--- src/rtl/fetch_pkg.sv ---
// fetch_pkg -- shared types and constants for the instruction fetch sequencer.
//   fetch_state_t : sequencer FSM states
//   HALT_BYTE     : byte value that, repeated across a whole word, halts the run
package fetch_pkg;

   typedef enum logic [2:0] {
      IDLE,
      FETCH,
      CHECK,
      EXEC,
      DONE
   } fetch_state_t;

   localparam logic [7:0] HALT_BYTE = 8'h00;

endpackage

--- src/rtl/instr_fetch_seq_byte_assembler.sv ---
// byte_assembler -- walks one instruction's bytes out of byte-wide memory.
// While run=1 the counter k steps 0..NBYTES and then parks at NBYTES+1.
// Address base+k is offered for k<NBYTES; the byte returned one cycle later
// lands in word[8(k-1)+:8] for 1<=k<=NBYTES. Dropping run rewinds k to 0.
// Ports:
//   clk, rst       : clock, synchronous active-high reset
//   run            : step the counter this cycle
//   base           : byte address of byte 0 (PC width, wrapped to IADDR_W)
//   rdata          : memory read data (one-cycle latency)
//   addr, addr_vld : memory address and its qualifier
//   k              : current byte counter
//   last           : final byte is captured this cycle
//   full           : word is complete once this cycle's capture lands
//   word_nxt       : word including this cycle's capture
module byte_assembler
   import fetch_pkg::*;
#(
   parameter int NBYTES  = 4,
   parameter int PC_W    = 32,
   parameter int IADDR_W = 10,
   parameter int KW      = $clog2(NBYTES + 2)
) (
   input  logic                  clk,
   input  logic                  rst,
   input  logic                  run,
   input  logic [PC_W-1:0]       base,
   input  logic [7:0]            rdata,
   output logic [IADDR_W-1:0]    addr,
   output logic                  addr_vld,
   output logic [KW-1:0]         k,
   output logic                  last,
   output logic                  full,
   output logic [8*NBYTES-1:0]   word_nxt
);

   localparam logic [KW-1:0] K_LAST = KW'(NBYTES);

   logic [8*NBYTES-1:0] word;

   always_ff @(posedge clk) begin
      if (rst) begin
         k    <= '0;
         word <= '0;
      end else begin
         if (!run)
            k <= '0;
         else if (k <= K_LAST)
            k <= k + KW'(1);
         word <= word_nxt;
      end
   end

   // byte requested at k-1 comes back now
   always_comb begin
      word_nxt = word;
      for (int b = 0; b < NBYTES; b++)
         if (run && k == KW'(b + 1))
            word_nxt[8*b +: 8] = rdata;
   end

   assign addr     = IADDR_W'(base + PC_W'(k));
   assign addr_vld = run && (k < K_LAST);
   assign last     = run && (k == K_LAST);
   assign full     = run && (k >= K_LAST);

endmodule

--- src/rtl/instr_fetch_seq.sv ---
// instr_fetch_seq -- instruction fetch sequencer for the FakeCPU core.
// Reads INSTR_BYTES bytes little-endian from byte-wide instruction memory
// starting at the PC, writes PC+INSTR_BYTES back once per instruction and
// offers the word to decode on a valid/ready handshake. An all-zero word
// halts the run (finish) until go drops.
// Optional feature macro: FETCH_PREFETCH_EN -- while decode holds an
// instruction, a shadow assembler fetches the next one; an unredirected,
// complete shadow skips the FETCH phase after the handshake.
// Ports:
//   clk, rst            : clock, synchronous active-high reset
//   go                  : run enable; low aborts to IDLE
//   finish              : halt reached, held while go=1
//   imem_addr/imem_rdata: instruction memory byte port (1-cycle read)
//   pc_rdata            : current PC value
//   pc_wdata/pc_wren    : PC write port, one pulse per instruction
//   pc_redirect         : decode wrote the PC (used only with prefetch)
//   instr/instr_valid   : assembled instruction offered to decode
//   instr_ready         : decode consumed the instruction
module instr_fetch_seq
   import fetch_pkg::*;
#(
   parameter int INSTR_BYTES = 4,
   parameter int PC_W        = 32,
   parameter int IADDR_W     = 10
) (
   input  logic                     clk,
   input  logic                     rst,
   input  logic                     go,
   output logic                     finish,
   output logic [IADDR_W-1:0]       imem_addr,
   input  logic [7:0]               imem_rdata,
   input  logic [PC_W-1:0]          pc_rdata,
   output logic [PC_W-1:0]          pc_wdata,
   output logic                     pc_wren,
   input  logic                     pc_redirect,
   output logic [8*INSTR_BYTES-1:0] instr,
   output logic                     instr_valid,
   input  logic                     instr_ready
);

   localparam int                KW        = $clog2(INSTR_BYTES + 2);
   localparam int                IW        = 8 * INSTR_BYTES;
   localparam logic [PC_W-1:0]   STEP      = PC_W'(INSTR_BYTES);
   localparam logic [IW-1:0]     HALT_WORD = {INSTR_BYTES{HALT_BYTE}};

   fetch_state_t         state, state_nxt;
   logic [PC_W-1:0]      base;
   logic [PC_W-1:0]      m_base;
   logic                 m_run, m_addr_vld, m_last, m_full;
   logic [IADDR_W-1:0]   m_addr;
   logic [KW-1:0]        m_k;
   logic [IW-1:0]        m_word_nxt;
   logic                 is_halt, xfer, pf_take, pf_hit;
   logic                 unused_sig;

   // ---------------- main assembler ----------------
   assign m_run  = (state == FETCH);
   // base is only registered at the end of k=0, so byte 0 reads the PC directly
   assign m_base = (m_k == '0) ? pc_rdata : base;

   byte_assembler #(
      .NBYTES (INSTR_BYTES),
      .PC_W   (PC_W),
      .IADDR_W(IADDR_W),
      .KW     (KW)
   ) u_main (
      .clk     (clk),
      .rst     (rst),
      .run     (m_run),
      .base    (m_base),
      .rdata   (imem_rdata),
      .addr    (m_addr),
      .addr_vld(m_addr_vld),
      .k       (m_k),
      .last    (m_last),
      .full    (m_full),
      .word_nxt(m_word_nxt)
   );

   assign is_halt = (instr == HALT_WORD);
   // instr_valid is high for the whole of EXEC, so ready there is the transfer
   assign xfer    = (state == EXEC) && instr_ready;

`ifdef FETCH_PREFETCH_EN
   // ---------------- shadow assembler ----------------
   logic                 s_run, s_addr_vld, s_last, s_full, stale;
   logic [PC_W-1:0]      s_base;
   logic [IADDR_W-1:0]   s_addr;
   logic [KW-1:0]        s_k;
   logic [IW-1:0]        s_word_nxt;

   assign s_run  = (state == EXEC);
   assign s_base = base + STEP;

   byte_assembler #(
      .NBYTES (INSTR_BYTES),
      .PC_W   (PC_W),
      .IADDR_W(IADDR_W),
      .KW     (KW)
   ) u_shadow (
      .clk     (clk),
      .rst     (rst),
      .run     (s_run),
      .base    (s_base),
      .rdata   (imem_rdata),
      .addr    (s_addr),
      .addr_vld(s_addr_vld),
      .k       (s_k),
      .last    (s_last),
      .full    (s_full),
      .word_nxt(s_word_nxt)
   );

   // a redirect in the handshake cycle itself also spoils the shadow
   assign pf_take = s_full && !stale && !pc_redirect;

   always_ff @(posedge clk) begin
      if (rst) begin
         stale  <= 1'b0;
         pf_hit <= 1'b0;
      end else begin
         stale  <= (state == EXEC) && (stale || pc_redirect);
         pf_hit <= go && xfer && pf_take;
      end
   end

   // FETCH and EXEC are exclusive, so the two address sources never collide
   assign imem_addr  = m_addr_vld ? m_addr : (s_addr_vld ? s_addr : '0);
   assign unused_sig = ^{m_full, m_word_nxt, s_last, s_k};
`else
   assign pf_take    = 1'b0;
   assign pf_hit     = 1'b0;
   assign imem_addr  = m_addr_vld ? m_addr : '0;
   assign unused_sig = ^{m_full, m_word_nxt, pc_redirect};
`endif

   // ---------------- FSM ----------------
   always_ff @(posedge clk) begin
      if (rst)
         state <= IDLE;
      else
         state <= state_nxt;
   end

   always_comb begin
      state_nxt = state;
      case (state)
         IDLE:  if (!finish) state_nxt = FETCH;
         FETCH: if (m_last) state_nxt = CHECK;
         CHECK: state_nxt = is_halt ? DONE : EXEC;
         EXEC:  if (instr_ready) state_nxt = pf_take ? CHECK : FETCH;
         DONE:  state_nxt = DONE;
         default: state_nxt = IDLE;
      endcase
      if (!go)
         state_nxt = IDLE;
   end

   // A prefetch hit advances base at the handshake, so base+STEP is the
   // correct write value in both the FETCH and the CHECK pulse.
   assign pc_wren  = !rst && go &&
                     ((state == FETCH && m_last) || (state == CHECK && pf_hit));
   assign pc_wdata = pc_wren ? (base + STEP) : '0;

   // ---------------- datapath ----------------
   always_ff @(posedge clk) begin
      if (rst) begin
         base        <= '0;
         instr       <= '0;
         finish      <= 1'b0;
         instr_valid <= 1'b0;
      end else begin
         finish      <= go && ((state == CHECK && is_halt) || (state == DONE));
         instr_valid <= go && ((state == CHECK && !is_halt) ||
                               (state == EXEC && !instr_ready));
         if (state == FETCH && m_k == '0)
            base <= pc_rdata;
         for (int b = 0; b < INSTR_BYTES; b++)
            if (state == FETCH && m_k == KW'(b + 1))
               instr[8*b +: 8] <= imem_rdata;
`ifdef FETCH_PREFETCH_EN
         if (go && xfer && pf_take) begin
            instr <= s_word_nxt;
            base  <= base + STEP;
         end
`endif
      end
   end

endmodule
--- config.mk ---
export PLATFORM = sky130hd
export DESIGN_NAME = instr_fetch_seq
export DESIGN_NICKNAME = d
export VERILOG_FILES = /design/src/rtl/fetch_pkg.sv /design/src/rtl/instr_fetch_seq_byte_assembler.sv /design/src/rtl/instr_fetch_seq.sv
export SDC_FILE = /design/constraint.sdc
export NUM_CORES = 1
export LEC_CHECK = 0
export ABC_AREA = 1
export CAP_MARGIN = 20
export CORE_ASPECT_RATIO = 1.25
export CORE_UTILIZATION = 35
export DETAILED_ROUTE_END_ITERATION = 10
export HOLD_SLACK_MARGIN = 0.03
export PLACE_DENSITY = 0.63
export SLEW_MARGIN = 20
export SYNTH_ARGS = -nofsm -noshare
export SYNTH_HDL_FRONTEND = slang
export SYNTH_SLANG_ARGS = --single-unit
--- constraint.sdc ---
create_clock -name clk -period 2.4 [get_ports clk]
set_input_delay 0.24 -clock clk [delete_from_list [all_inputs] [get_ports clk]]
set_output_delay 0.24 -clock clk [all_outputs]
set_load 0.02 [all_outputs]
==> impl_metrics.tcl, run 1 <==
set metrics [dict create \
    relSlewSlack_pct 57.5 \
    met3_usage_pct 3.38 \
    clk_pin_slew_ns 0.06 \
    drive_gt1_share_pct 21.7 \
    nNetsFinal 834 \
    startpoint_type "register" \
    ys_seq_elements 72 \
    drv_cap 0 \
    setup_ws_ns -0.264 \
    synth_fa_ha_area_share_pct 3.31 \
    synth_xor_area_share_pct 1.75 \
    max-vdd-ir-drop_uv 370 \
    yosys.area_share.simple_pct 34.2 \
    synth_top_family_by_area "simple AND/OR/NAND/NOR gates" \
    area_delta_synth_final_pct 53.1 \
    hold_class "in2reg" \
    die_h_um 122 \
    p_comb_share_pct 15.5 \
    vias_per_cell 4.96 \
    drt_iter0_drc 209 \
    ys_types 37 \
    synth_nets 665 \
    ios 122 \
    seqPwrFrac_pct 41.9 \
    wire_per_inst_um 14.0 \
    finalSetupTns_ns -1.52 \
    drv_slew 0 \
    dp_hpwl_um 9660 \
    grt_pass1_wl_um 19900 \
    coreArea_um2 11100 \
    n_fill_cell 1083 \
    start_util_pct 35.9 \
    grt-ovfl-total 0 \
    grtUsageMet2_pct 37.7 \
    fmax_ghz 0.375 \
    cts_tree "yes" \
    cts.sinks 72 \
    grt_usage_pct 21.1 \
    cts_hold_buf 0 \
    critPathMaxFanout 4 \
    critical_path_buf_inv_count 6 \
    final-setup-viol-count 8 \
    htree_levels 3 \
    crit_family "buffers and inverters" \
    grtUsageMet1_pct 24.9 \
    final_cell_area_um2 6120 \
    layout_commonest_cell "nor2_1" \
    period_minus_slack_ns 2.66 \
    synth_flop_cell "dfxtp_1" \
    cpPeakStageDelay_ns 0.32 \
    p_switching_uw 848 \
    cts-root-buf "clkbuf_16" \
    netSwitchingFraction_pct 27.5 \
    rrSetupSlack_ns 0.50 \
    place_ws_ns -0.471 \
    cp.required_ns 2.16 \
    clock_skew_ns 0.00943 \
    wl_um 12800 \
    pwr-share-clk_pct 42.6 \
    holdWs_ns 0.486 \
    vias 4559 \
    status "finished with violations" \
    async_flop_share_pct 0 \
    multi_input_area_um2 2460 \
    syn_area_per_cell_um2 6.56 \
    cts_buffers 9 \
    cp_cell_sequence "inv_2, ha_4, inv_4, nor2_4, buf_6, buf_6, nand2_4, o21ai_4, ha_4, nand2_1, nand3_4, buf_6, nand2_1, nor2_1, nor3_1, buf_2" \
    grt_pass1_vias 4239 \
    placed_cell_area_um2 5700 \
    first_pass_iters 8 \
    gp_congestion 0.867 \
    antenna_found_initial 0 \
    antenna_cells 0 \
    portBuffers 120 \
    syn_inst 610 \
    final_cell_mix "163 x nor2_1, 79 x clkdlybuf4s50_1, 75 x nand2_1" \
    p_int_uw 2230 \
    worstMarginPinSlew_ns 0.637 \
    synth-edff-count 0 \
    end_kind "output port" \
    grt_max_degree 60 \
    hold_violations 0 \
    synth_compound_area_share_pct 16.7 \
    detail-route-antenna-nets 0 \
    fp-row-count 43 \
    fin_crit_sh_pct 111 \
    insertion_delay_ns 0.34 \
    syn_area_um2 4000 \
    post-route-drc-count 12 \
    violations "DRC, setup timing" \
    cp_data_arrival_time_ns 2.42 \
    top_usage_layer "met2" \
    rsz0062_at_grt "true" \
    crit_top_cell "buf_6" \
    ff_latch_area_um2 1450 \
    die_x_um 97.6 \
    cellLeakagePower_uw 0.00265 \
    powerDensity_nw_per_um2 503 \
    yosysWarnings 0 \
    dieArea_um2 11900 \
    yosysSeqAreaShare_pct 36.0 \
    cts.path.max_buffers 2 \
    cpMaxStageDelayCell "dfxtp_2" \
    synth_mux_area_share_pct 0 \
    worstSetupPathType "reg2out" \
]
## tightest hold or removal path, delay by kind of cell
family / cells / cell delay, ns
simple gates: 2 / 0.15
buf+inv: 1 / 0.39
## Yosys cell counts (all sizes together), types with 2 or more instances
cell type / count / area, um2
dfxtp: 72 / 1440
and2: 2 / 12.5
xor2: 7 / 61.3
nand3b: 2 / 15.0
a21oi: 32 / 160
buf: 7 / 40.0
nand2: 92 / 370
a31oi: 2 / 12.5
nor3: 19 / 105
nand4: 4 / 25.0
nor2: 175 / 718
o21ai: 81 / 413
inv: 66 / 248
o32ai: 6 / 52.6
ha: 9 / 113
nand3: 19 / 118
clkbuf: 8 / 30.0
## cell type report
cell class              instances  area share [%]
repair buffers                173            24.4
clock inverters                 6           0.797
inverters                      66            4.17
flip-flops and latches         72            23.7
clock buffers                  10            4.09
well taps                     135            2.76
multi-input cells             457            40.2
## cell families (layout without fill, tap and decap cells)
| group | Yosys count | in the layout |
|---|---|---|
| xor+xnor | 8 | 8 |
| simple gates | 314 | 314 |
| fa+ha+maj | 10 | 10 |
| buf+inv | 81 | 255 |
| compound gates | 125 | 125 |
| flops | 72 | 72 |
## state kept, by name (all words and copies together), names as in the netlist
name / cells
base: 32
instr: 32
u_main.k: 3
state: 3
instr_valid: 1
finish: 1
## metrics by stage
step	util [%]	cells	total power, uW
final	55.0	919	3080
after global routing	55.0	919	3210
after CTS	53.9	912	3070
after detailed placement	51.2	893	1750
after global placement	51.2	893	1740
after floorplan	-	610	1540
## power groups by stage
stage	clock network (uW)	logic [uW]	registers (uW)
floorplan	0	230	1310
global placement	0	430	1310
detailed placement	0	438	1310
CTS	1330	446	1290
global route	1390	523	1300
finish	1310	478	1290
## metal layers
metal	share of wire, %	wire length, um	vias up
li1	-	-	2315
met2	51	6520	103
met4	2.3	295	0
met5	0	0	-
met3	4.1	528	20
met1	43	5500	2121
## path summary, 6_finish.rpt
path	from	endpoint	cells past startpoint
setup / recovery	u_main.k[0]$_SDFFE_PP0P_	imem_addr[7]	16
hold / removal	pc_rdata[31]	base[31]$_SDFFE_PP0P_	3
setup reg to reg	u_main.k[1]$_SDFFE_PP0P_	base[23]$_SDFFE_PP0P_	9
hold reg to reg	base[30]$_SDFFE_PP0P_	base[30]$_SDFFE_PP0P_	2
## repair_timing
item	CTS	global route
setup endpoints to repair	41	32
pin swaps	8	13
setup buffers	3	7
resized for setup	95	77
No activity file was read; power rests on OpenSTA's default activity.
==> run 2: changes to the inputs <==
--- a/config.mk
+++ b/config.mk
@@ -8,6 +8,7 @@
 export ABC_AREA = 1
 export CAP_MARGIN = 20
 export CORE_ASPECT_RATIO = 1.25
+export CORE_MARGIN = 1
 export CORE_UTILIZATION = 35
 export DETAILED_ROUTE_END_ITERATION = 10
 export HOLD_SLACK_MARGIN = 0.03
==> results of run 2 <==
No change in the layout: final DEF, timing and power equal those of run 1.
